==> src/rtl/stopwatch_pkg.sv <==
// rtl/stopwatch_pkg.sv - shared state encoding, count widths and wrap limits
package stopwatch_pkg;

    typedef enum logic [1:0] {
        ST_STOP  = 2'd0,
        ST_RUN   = 2'd1,
        ST_CLEAR = 2'd2
    } state_t;

    localparam int MSEC_W = 7;
    localparam int SEC_W  = 6;
    localparam int MIN_W  = 6;
    localparam int HOUR_W = 5;

    localparam logic [MSEC_W-1:0] MSEC_MAX = 7'd99;
    localparam logic [SEC_W-1:0]  SEC_MAX  = 6'd59;
    localparam logic [MIN_W-1:0]  MIN_MAX  = 6'd59;
    localparam logic [HOUR_W-1:0] HOUR_MAX = 5'd23;

endpackage

==> src/rtl/stopwatch_if.sv <==
// rtl/stopwatch_if.sv - button pulses in, time counts and run flag out
interface stopwatch_if;
    import stopwatch_pkg::*;

    logic              i_run_stop;
    logic              i_clear;
    logic [MSEC_W-1:0] o_msec;
    logic [SEC_W-1:0]  o_sec;
    logic [MIN_W-1:0]  o_min;
    logic [HOUR_W-1:0] o_hour;
    logic              o_running;

    modport master (
        output i_run_stop, i_clear,
        input  o_msec, o_sec, o_min, o_hour, o_running
    );

    modport slave (
        input  i_run_stop, i_clear,
        output o_msec, o_sec, o_min, o_hour, o_running
    );

endinterface

==> src/rtl/tick_gen.sv <==
// rtl/tick_gen.sv - gated prescaler producing one tick every CLK_HZ/TICK_HZ enabled clocks
module tick_gen #(
    parameter int CLK_HZ  = 100_000_000,
    parameter int TICK_HZ = 100
) (
    input  logic clk,
    input  logic reset,
    input  logic i_en,
    input  logic i_clr,
    output logic o_tick
);
    localparam int DIV = CLK_HZ / TICK_HZ;
    localparam int CW  = (DIV > 1) ? $clog2(DIV) : 1;
    localparam logic [CW-1:0] LAST = CW'(DIV - 1);

    logic [CW-1:0] cnt_q;

    // Holds while disabled so a resumed run keeps its partial tick.
    always_ff @(posedge clk or posedge reset) begin
        if (reset) begin
            cnt_q <= '0;
        end else if (i_clr) begin
            cnt_q <= '0;
        end else if (i_en) begin
            cnt_q <= (cnt_q == LAST) ? '0 : cnt_q + 1'b1;
        end
    end

    assign o_tick = i_en && (cnt_q == LAST);

endmodule

==> src/rtl/stopwatch_core.sv <==
// rtl/stopwatch_core.sv - run/stop/clear FSM driving a cascaded hh:mm:ss.cc counter
module stopwatch_core
    import stopwatch_pkg::*;
#(
    parameter int CLK_HZ  = 100_000_000,
    parameter int TICK_HZ = 100
) (
    input  logic        clk,
    input  logic        reset,
    stopwatch_if.slave  sw
);
    state_t            state_q, state_d;
    logic              running_q;
    logic              tick;
    logic              clr;
    logic [MSEC_W-1:0] msec_q;
    logic [SEC_W-1:0]  sec_q;
    logic [MIN_W-1:0]  min_q;
    logic [HOUR_W-1:0] hour_q;
    logic              msec_wrap, sec_wrap, min_wrap, hour_wrap;

    always_ff @(posedge clk or posedge reset) begin
        if (reset) begin
            state_q   <= ST_STOP;
            running_q <= 1'b0;
        end else begin
            state_q   <= state_d;
            running_q <= (state_d == ST_RUN);
        end
    end

    // Clear beats run_stop when both arrive together in STOP.
    always_comb begin
        state_d = state_q;
        unique case (state_q)
            ST_STOP: begin
                if (sw.i_clear)         state_d = ST_CLEAR;
                else if (sw.i_run_stop) state_d = ST_RUN;
            end
            ST_RUN: begin
                if (sw.i_run_stop) state_d = ST_STOP;
            end
            ST_CLEAR: state_d = ST_STOP;
            default:  state_d = ST_STOP;
        endcase
    end

    assign clr = (state_q == ST_CLEAR);

    tick_gen #(
        .CLK_HZ  (CLK_HZ),
        .TICK_HZ (TICK_HZ)
    ) u_tick_gen (
        .clk    (clk),
        .reset  (reset),
        .i_en   (state_q == ST_RUN),
        .i_clr  (clr),
        .o_tick (tick)
    );

    assign msec_wrap = (msec_q == MSEC_MAX);
    assign sec_wrap  = (sec_q  == SEC_MAX);
    assign min_wrap  = (min_q  == MIN_MAX);
    assign hour_wrap = (hour_q == HOUR_MAX);

    // Counters are only written on clear or tick, otherwise they hold untouched.
    always_ff @(posedge clk or posedge reset) begin
        if (reset) begin
            msec_q <= '0;
            sec_q  <= '0;
            min_q  <= '0;
            hour_q <= '0;
        end else if (clr) begin
            msec_q <= '0;
            sec_q  <= '0;
            min_q  <= '0;
            hour_q <= '0;
        end else if (tick) begin
            msec_q <= msec_wrap ? '0 : msec_q + 1'b1;
            if (msec_wrap) begin
                sec_q <= sec_wrap ? '0 : sec_q + 1'b1;
                if (sec_wrap) begin
                    min_q <= min_wrap ? '0 : min_q + 1'b1;
                    if (min_wrap) begin
                        hour_q <= hour_wrap ? '0 : hour_q + 1'b1;
                    end
                end
            end
        end
    end

    assign sw.o_msec    = msec_q;
    assign sw.o_sec     = sec_q;
    assign sw.o_min     = min_q;
    assign sw.o_hour    = hour_q;
    assign sw.o_running = running_q;

endmodule
==> src/flat_wrapper.sv <==
// flat-port wrapper written by rule: the top's interface ports become plain ports
module stopwatch_core_flat import stopwatch_pkg::*;
#(
    parameter int CLK_HZ  = 100_000_000,
    parameter int TICK_HZ = 100
)
  (clk, reset, sw_i_run_stop, sw_i_clear, sw_o_msec, sw_o_sec, sw_o_min, sw_o_hour, sw_o_running);
  stopwatch_if sw_i ();
  input  logic clk;
  input  logic reset;
  input wire logic [$bits(sw_i.i_run_stop)-1:0] sw_i_run_stop;
  input wire logic [$bits(sw_i.i_clear)-1:0] sw_i_clear;
  output wire logic [$bits(sw_i.o_msec)-1:0] sw_o_msec;
  output wire logic [$bits(sw_i.o_sec)-1:0] sw_o_sec;
  output wire logic [$bits(sw_i.o_min)-1:0] sw_o_min;
  output wire logic [$bits(sw_i.o_hour)-1:0] sw_o_hour;
  output wire logic [$bits(sw_i.o_running)-1:0] sw_o_running;
  assign sw_i.i_run_stop = sw_i_run_stop;
  assign sw_i.i_clear = sw_i_clear;
  assign sw_o_msec = sw_i.o_msec;
  assign sw_o_sec = sw_i.o_sec;
  assign sw_o_min = sw_i.o_min;
  assign sw_o_hour = sw_i.o_hour;
  assign sw_o_running = sw_i.o_running;
  stopwatch_core #(.CLK_HZ(CLK_HZ), .TICK_HZ(TICK_HZ)) u_core (.clk(clk), .reset(reset), .sw(sw_i));
endmodule
==> config.mk <==
export PLATFORM = sky130hd
export DESIGN_NAME = stopwatch_core_flat
export DESIGN_NICKNAME = d
export VERILOG_FILES = /design/src/rtl/stopwatch_pkg.sv /design/src/rtl/stopwatch_if.sv /design/src/rtl/tick_gen.sv /design/src/rtl/stopwatch_core.sv /design/src/flat_wrapper.sv
export SDC_FILE = /design/constraint.sdc
export NUM_CORES = 1
export LEC_CHECK = 0
export CAP_MARGIN = 20
export CORE_ASPECT_RATIO = 1.5
export CORE_MARGIN = 10
export CORE_UTILIZATION = 60
export CTS_BUF_LIST = sky130_fd_sc_hd__clkbuf_4
export DETAILED_ROUTE_END_ITERATION = 16
export PLACE_DENSITY = 0.88
export REMOVE_ABC_BUFFERS = 1
export SKIP_CTS_REPAIR_TIMING = 1
export SLEW_MARGIN = 20
export SYNTH_ARGS = -nofsm -noshare
export SYNTH_HDL_FRONTEND = slang
export SYNTH_HIERARCHICAL = 1
export SYNTH_SLANG_ARGS = --single-unit
==> constraint.sdc <==
create_clock -name clk -period 6.52 [get_ports clk]
set_clock_uncertainty 0.05 [all_clocks]
set_input_delay 1.63 -clock clk [delete_from_list [all_inputs] [get_ports clk]]
set_output_delay 1.63 -clock clk [all_outputs]
set_load 0.05 [all_outputs]
# After elaboration in Yosys (flattened, before gate mapping)
# Index checks and enable logic that the tools add are counted.
[classes] add_sub_neg=5 mul=0 n_div=0 n_lt_le_gt_ge=0 eq_ne=8 shifts=0 n_mux=25 bitwise_logic=0 reduce_logical=10
[ops] op="two-way mux 20 bit" n=3
[ops] op="two-way mux 6 bit" n=9
[ops] op="two-way mux 5 bit" n=6
[ops] op="two-way mux 7 bit" n=3
[ops] op="adder 20 x 1 -> 20 bit, second input constant" n=1
[ops] op="== test 20 bit, second input constant" n=1
[ops] op="adder 6 x 1 -> 6 bit, second input constant" n=2
[ops] op="== test 6 bit, second input constant" n=2
[ops] op="nonzero test 2 bit" n=5
[ops] op="adder 7 x 1 -> 7 bit, second input constant" n=1
[ops] op="== test 7 bit, second input constant" n=1
[ops] op="two-way mux 2 bit" n=3
[ops] op="adder 5 x 1 -> 5 bit, second input constant" n=1
[ops] op="== test 5 bit, second input constant" n=1
[ops] op="== test 2 x 1 -> 1 bit, second input constant" n=2
[ops] op="case mux 2 bit (2 select lines)" n=1
[ops] op="AND reduction 4 bit" n=1
[ops] op="AND reduction 3 bit" n=1
[ops] op="== test 2 bit, second input constant" n=1
[ops] op="zero test 2 bit" n=1
[ops] op="AND reduction 2 bit" n=1
[ops] op="logical AND 1 bit" n=1
[word_totals] regBits=47 latchBits=0 mem_bits_rw=0 romBits=0 inputBits=4 output_inout_bits=25 word_cells=55 n_memories=0

# Longest topological paths before layout
[depth] word_depth=7 depth_mapped=10 depth_no_buf=8

# Cells and area by module
# The synthesis kept the hierarchy.
[modules_own_cells] mod="stopwatch_core" n_inst=1 cells_per_inst=151 area_per_inst_um2=1406.3 seq_area_each_um2=675.6
[modules_own_cells] mod="tick_gen" n_inst=1 cells_per_inst=120 area_per_inst_um2=1138.6 seq_area_each_um2=500.5

# Worst setup path before layout
# Ideal clock, no wire load.
[synth_timing] kind="reg-to-reg" startpoint="reg u_core.u_tick_gen.cnt_q[6]" endpoint="reg u_core.hour_q[0] (netlist: u_core/sw.o_hour[0])" arrival_time_ns=2.462 required_time_ns=6.389 slack_ns=3.928 path_stages_with_launch=10 n_path_buf=2 cell_sequence="dfrtp_1 -> buf_2 -> nor4b_1 -> and4_1 -> and2_2 -> nand3b_1 -> or4_1 -> buf_2 -> or4_1 -> a21oi_1"
[synth_between] elab_chain_len=4
[synth_rtl] element="from (decl)" line_no="tick_gen.sv:16" text="logic [CW-1:0] cnt_q;"
[synth_rtl] element="from (signal assigned)" line_no="tick_gen.sv:25" text="cnt_q <= (cnt_q == LAST) ? '0 : cnt_q + 1'b1;"
[synth_rtl] element="== test 20 bit" line_no="tick_gen.sv:29" text="assign o_tick = i_en && (cnt_q == LAST);"
[synth_rtl] element="logical AND 1 bit" line_no="tick_gen.sv:29"
[synth_rtl] element="via u_core.tick" line_no="stopwatch_core.sv:14" text="logic tick;"
[synth_rtl] element="nonzero test 2 bit (no line)"
[synth_rtl] element="AND reduction 4 bit (no line)"
[synth_rtl] element="to (signal assigned)" line_no="stopwatch_core.sv:85" text="hour_q <= hour_wrap ? '0 : hour_q + 1'b1;"
[synth_rtl] element="to (decl)" line_no="stopwatch_core.sv:19" text="logic [HOUR_W-1:0] hour_q;"
# The timed path passes the listed nets, and every way through them passes these cells.
# A chain may end at the register's enable or synchronous reset.

# Worst setup path after layout
[layout_timing] startpoint="reg u_core.min_q[2] (netlist: u_core/sw.o_min[2])" endpoint="out sw_o_min[2]"
[layout_rtl] element="from (decl)" line_no="stopwatch_core.sv:18" text="logic [MIN_W-1:0] min_q;"
[layout_rtl] element="from (signal assigned)" line_no="stopwatch_core.sv:83" text="min_q <= min_wrap ? '0 : min_q + 1'b1;"
[layout_rtl] element="to (decl)" line_no="flat_wrapper.sv:15" text="output wire logic [$bits(sw_i.o_min)-1:0] sw_o_min;"
# No word-level cell between the ends.

==> impl_metrics.py <==
metrics = {
    "outcome": {
        "run_status": "finished clean",
    },
    "floorplanning": {
        "rows": 29,
        "io_pins": 29,
        "core_um2": 4170,
        "die_h_um": 99.8,
        "initial_utilization": 0.610,
        "die_area_um2": 7300,
        "die_w_um": 73.2,
    },
    "cts": {
        "clk_latency_ns": 0.36,
        "cts_tree": "built",
        "cts_sinks": 47,
        "clock-root-buffer": "clkbuf_4",
        "cts_buffers": 5,
        "h-tree-depth": 2,
        "clk_pin_slew_ns": 0.15,
        "clock_path_buffers": 2,
    },
    "power_and_ir_drop": {
        "peakVddDrop_v": 0.000175,
        "p_per_area_nw_per_um2": 195,
        "fin_total_pwr_uw": 566,
        "leakage_nw": 1.21,
    },
    "sta": {
        "slew_violations": 0,
        "hold_violations": 0,
        "timing.final.crit_share": 0.519,
        "worst_slew_pin_slew_ns": 0.774,
        "max_freq_ghz": 0.295,
        "hold_slack_ns": 0.453,
        "grt_setup_unrepaired": "false",
        "slew_headroom": 0.483,
        "setup_viol": 0,
        "fin_crit_ns": 3.38,
        "setup_tns_ns": 0,
    },
    "setup_path": {
        "required_ns": 4.84,
        "cp_data_arrival_time_ns": 1.70,
        "worst_r2r_endpoint": "u_core/sw.o_hour[0]",
        "timing.rr.start": "u_core/u_tick_gen/cnt_q[6]",
        "cp.buffers_inverters": 1,
        "cp-end-kind": "output pin",
        "cp_slowest_cell": "clkdlybuf4s50_1",
        "worstRegToRegCells": 7,
        "worst-path-max-fanout": 8,
        "crit_path_start_kind": "flop",
        "slowest_delay_ns": 0.85,
        "crit_chain": "clkdlybuf4s50_1",
        "r2r_slack_ns": 3.39,
        "cpLargestDelayFamily": "buffers and inverters",
        "crit_type": "reg -> out",
    },
    "detailed_routing": {
        "vias": 2153,
        "drc": 0,
        "vias_per_cell": 6.26,
        "drt_pass1_iterations": 6,
        "antenna_left": 0,
        "drtIter0Drc": 179,
        "avgRoutedWirePerCell_um": 16.1,
        "routed_wl_um": 5550,
    },
    "placement": {
        "io_buffers": 28,
        "dp_hpwl_um": 4090,
        "place.gp.congestion": 0.831,
        "dp.cells": 335,
        "place_area_um2": 2840,
    },
    "yosys": {
        "yosysSeqAreaShare": 0.462,
        "synth_edf_count": 0,
        "synth_seq_cells": 47,
        "synthMuxAreaShare": 0,
        "synth-compound-area-share": 0.142,
        "synth_top_family_by_area": "simple AND/OR/NAND/NOR gates",
        "synth_top_area_share": 0.462,
        "avgSynthCellArea_um2": 9.39,
        "synthAdderAreaFrac": 0.0246,
        "postSynthCellCount": 271,
        "synth_warnings": 6,
        "synth.top_cells.by_count": "47 x dfrtp_1, 27 x nand2_1, 27 x nor2_1",
        "yosysMostFrequentCell": "dfrtp_1",
        "synthFlopType": "dfrtp_1",
        "synthSimpleGateAreaFrac": 0.291,
        "async_flop_share": 1.00,
        "synth_top_area_cell": "dfrtp_1",
        "synth_area_um2": 2540,
        "synth_area_leaders": "dfrtp_1 46%, nand2_1 4.0%, nor2_1 4.0%, nand4_1 3.4%, o21ai_0 3.1%",
        "synth-xor-area-share": 0.0516,
        "synth_cell_types": 51,
    },
    "grt": {
        "grt_start_max_net_pins": 28,
        "grt_pass1_vias": 2119,
        "antenna_found_initial": 0,
        "grt_pass1_wl_um": 9450,
        "grt_overflow": 0,
        "groute.usage.overall": 0.155,
    },
    "final_layout": {
        "fin_area_um2": 2900,
        "syn_to_final_growth_pct": 14.1,
        "regArea_um2": 1180,
        "nNetsFinal": 306,
        "fillers": 323,
        "drive_above_1_share": 0.0671,
        "final_cells": 344,
        "antenna_cells": 0,
        "multi_input_area_um2": 1290,
    },
    "hold_path": {
        "hp-class": "reg -> reg",
        "whs_endpoint": "u_core/state_q[1]",
        "hold_start": "u_core/state_q[0]",
        "min_path_cells": 1,
    },
    "flow_run": {
        "cap_violations": 0,
    },
}
[power breakdown]
part | switching [mW] | leakage (nW) | total, mW | internal (mW)
clock network | 0.0955 | 0.0288 | 0.137 | 0.0416
logic | 0.0746 | 0.533 | 0.107 | 0.0327
registers | 0.0160 | 0.650 | 0.321 | 0.305
[stage by stage]
step	util	worst slack, ns
floorplan	-	3.77
global placement	0.679	3.56
detailed placement	0.679	3.47
CTS	0.693	3.12
global route	0.696	3.06
finish	0.696	3.14
[cell families after synthesis]
family                     Yosys count
xor gates and xnor gates            15
buffers and inverters               16
AOI/OAI and AO/OA                   56
adders and majority gates            5
DFF                                 47
and+or+nand+nor                    132
[final cells by class]
type | instances | area share
inverter | 5 | 0.00646
tap | 46 | 0.0198
clock buffer | 5 | 0.0129
clock inverter | 3 | 0.00689
multi-input combinational | 208 | 0.446
timing repair buffer | 30 | 0.103
sequential | 47 | 0.405
[state kept, by name, summed over array words and instances, names as in the netlist]
| register | count |
|---|---|
| u_core/sw.o_msec | 7 |
| u_core/sw.o_running | 1 |
| u_core/u_tick_gen/cnt_q | 20 |
| u_core/sw.o_hour | 5 |
| u_core/sw.o_min | 6 |
| u_core/sw.o_sec | 6 |
| u_core/state_q | 2 |
[layout by cell type, fill, tap and decap left out, types with 4 or more instances in the layout]
cell / count
a311oi_1: 4
nand3b_1: 5
xnor2_1: 6
nand2_1: 27
nand3_1: 11
and4_1: 5
o21ai_0: 16
inv_1: 4
or3_1: 4
xor2_1: 9
a21oi_1: 15
dfrtp_1: 47
or4_1: 5
and3_1: 6
nand4_1: 14
nor2_1: 27
clkdlybuf4s50_1: 28
ha_1: 5
nand2b_1: 4
clkbuf_4: 5
[worst max-delay path by stage]
stage	from	end	slack [ns]	depth (start not counted)
after floorplan	u_core/u_tick_gen/cnt_q[6]	u_core/sw.o_hour[0]	3.77	7
after global routing	u_core/sw.o_sec[2]	sw_o_sec[2]	3.06	1
after global placement	u_core/sw.o_msec[5]	sw_o_msec[5]	3.56	1
final	u_core/sw.o_min[2]	sw_o_min[2]	3.14	1
after detailed placement	u_core/u_tick_gen/cnt_q[6]	u_core/sw.o_hour[0]	3.47	7
after CTS	u_core/sw.o_min[2]	sw_o_min[2]	3.12	1
[metal layers]
layer | vias up | part of all wire | global-route usage
li1 | 1048 | - | -
met1 | 1050 | 0.39 | 0.159
met2 | 49 | 0.55 | 0.293
met3 | 6 | 0.054 | 0.0369
met4 | 0 | 0.011 | 0.0425
met5 | - | 0 | 0
Power figures use the tool's default switching activity.
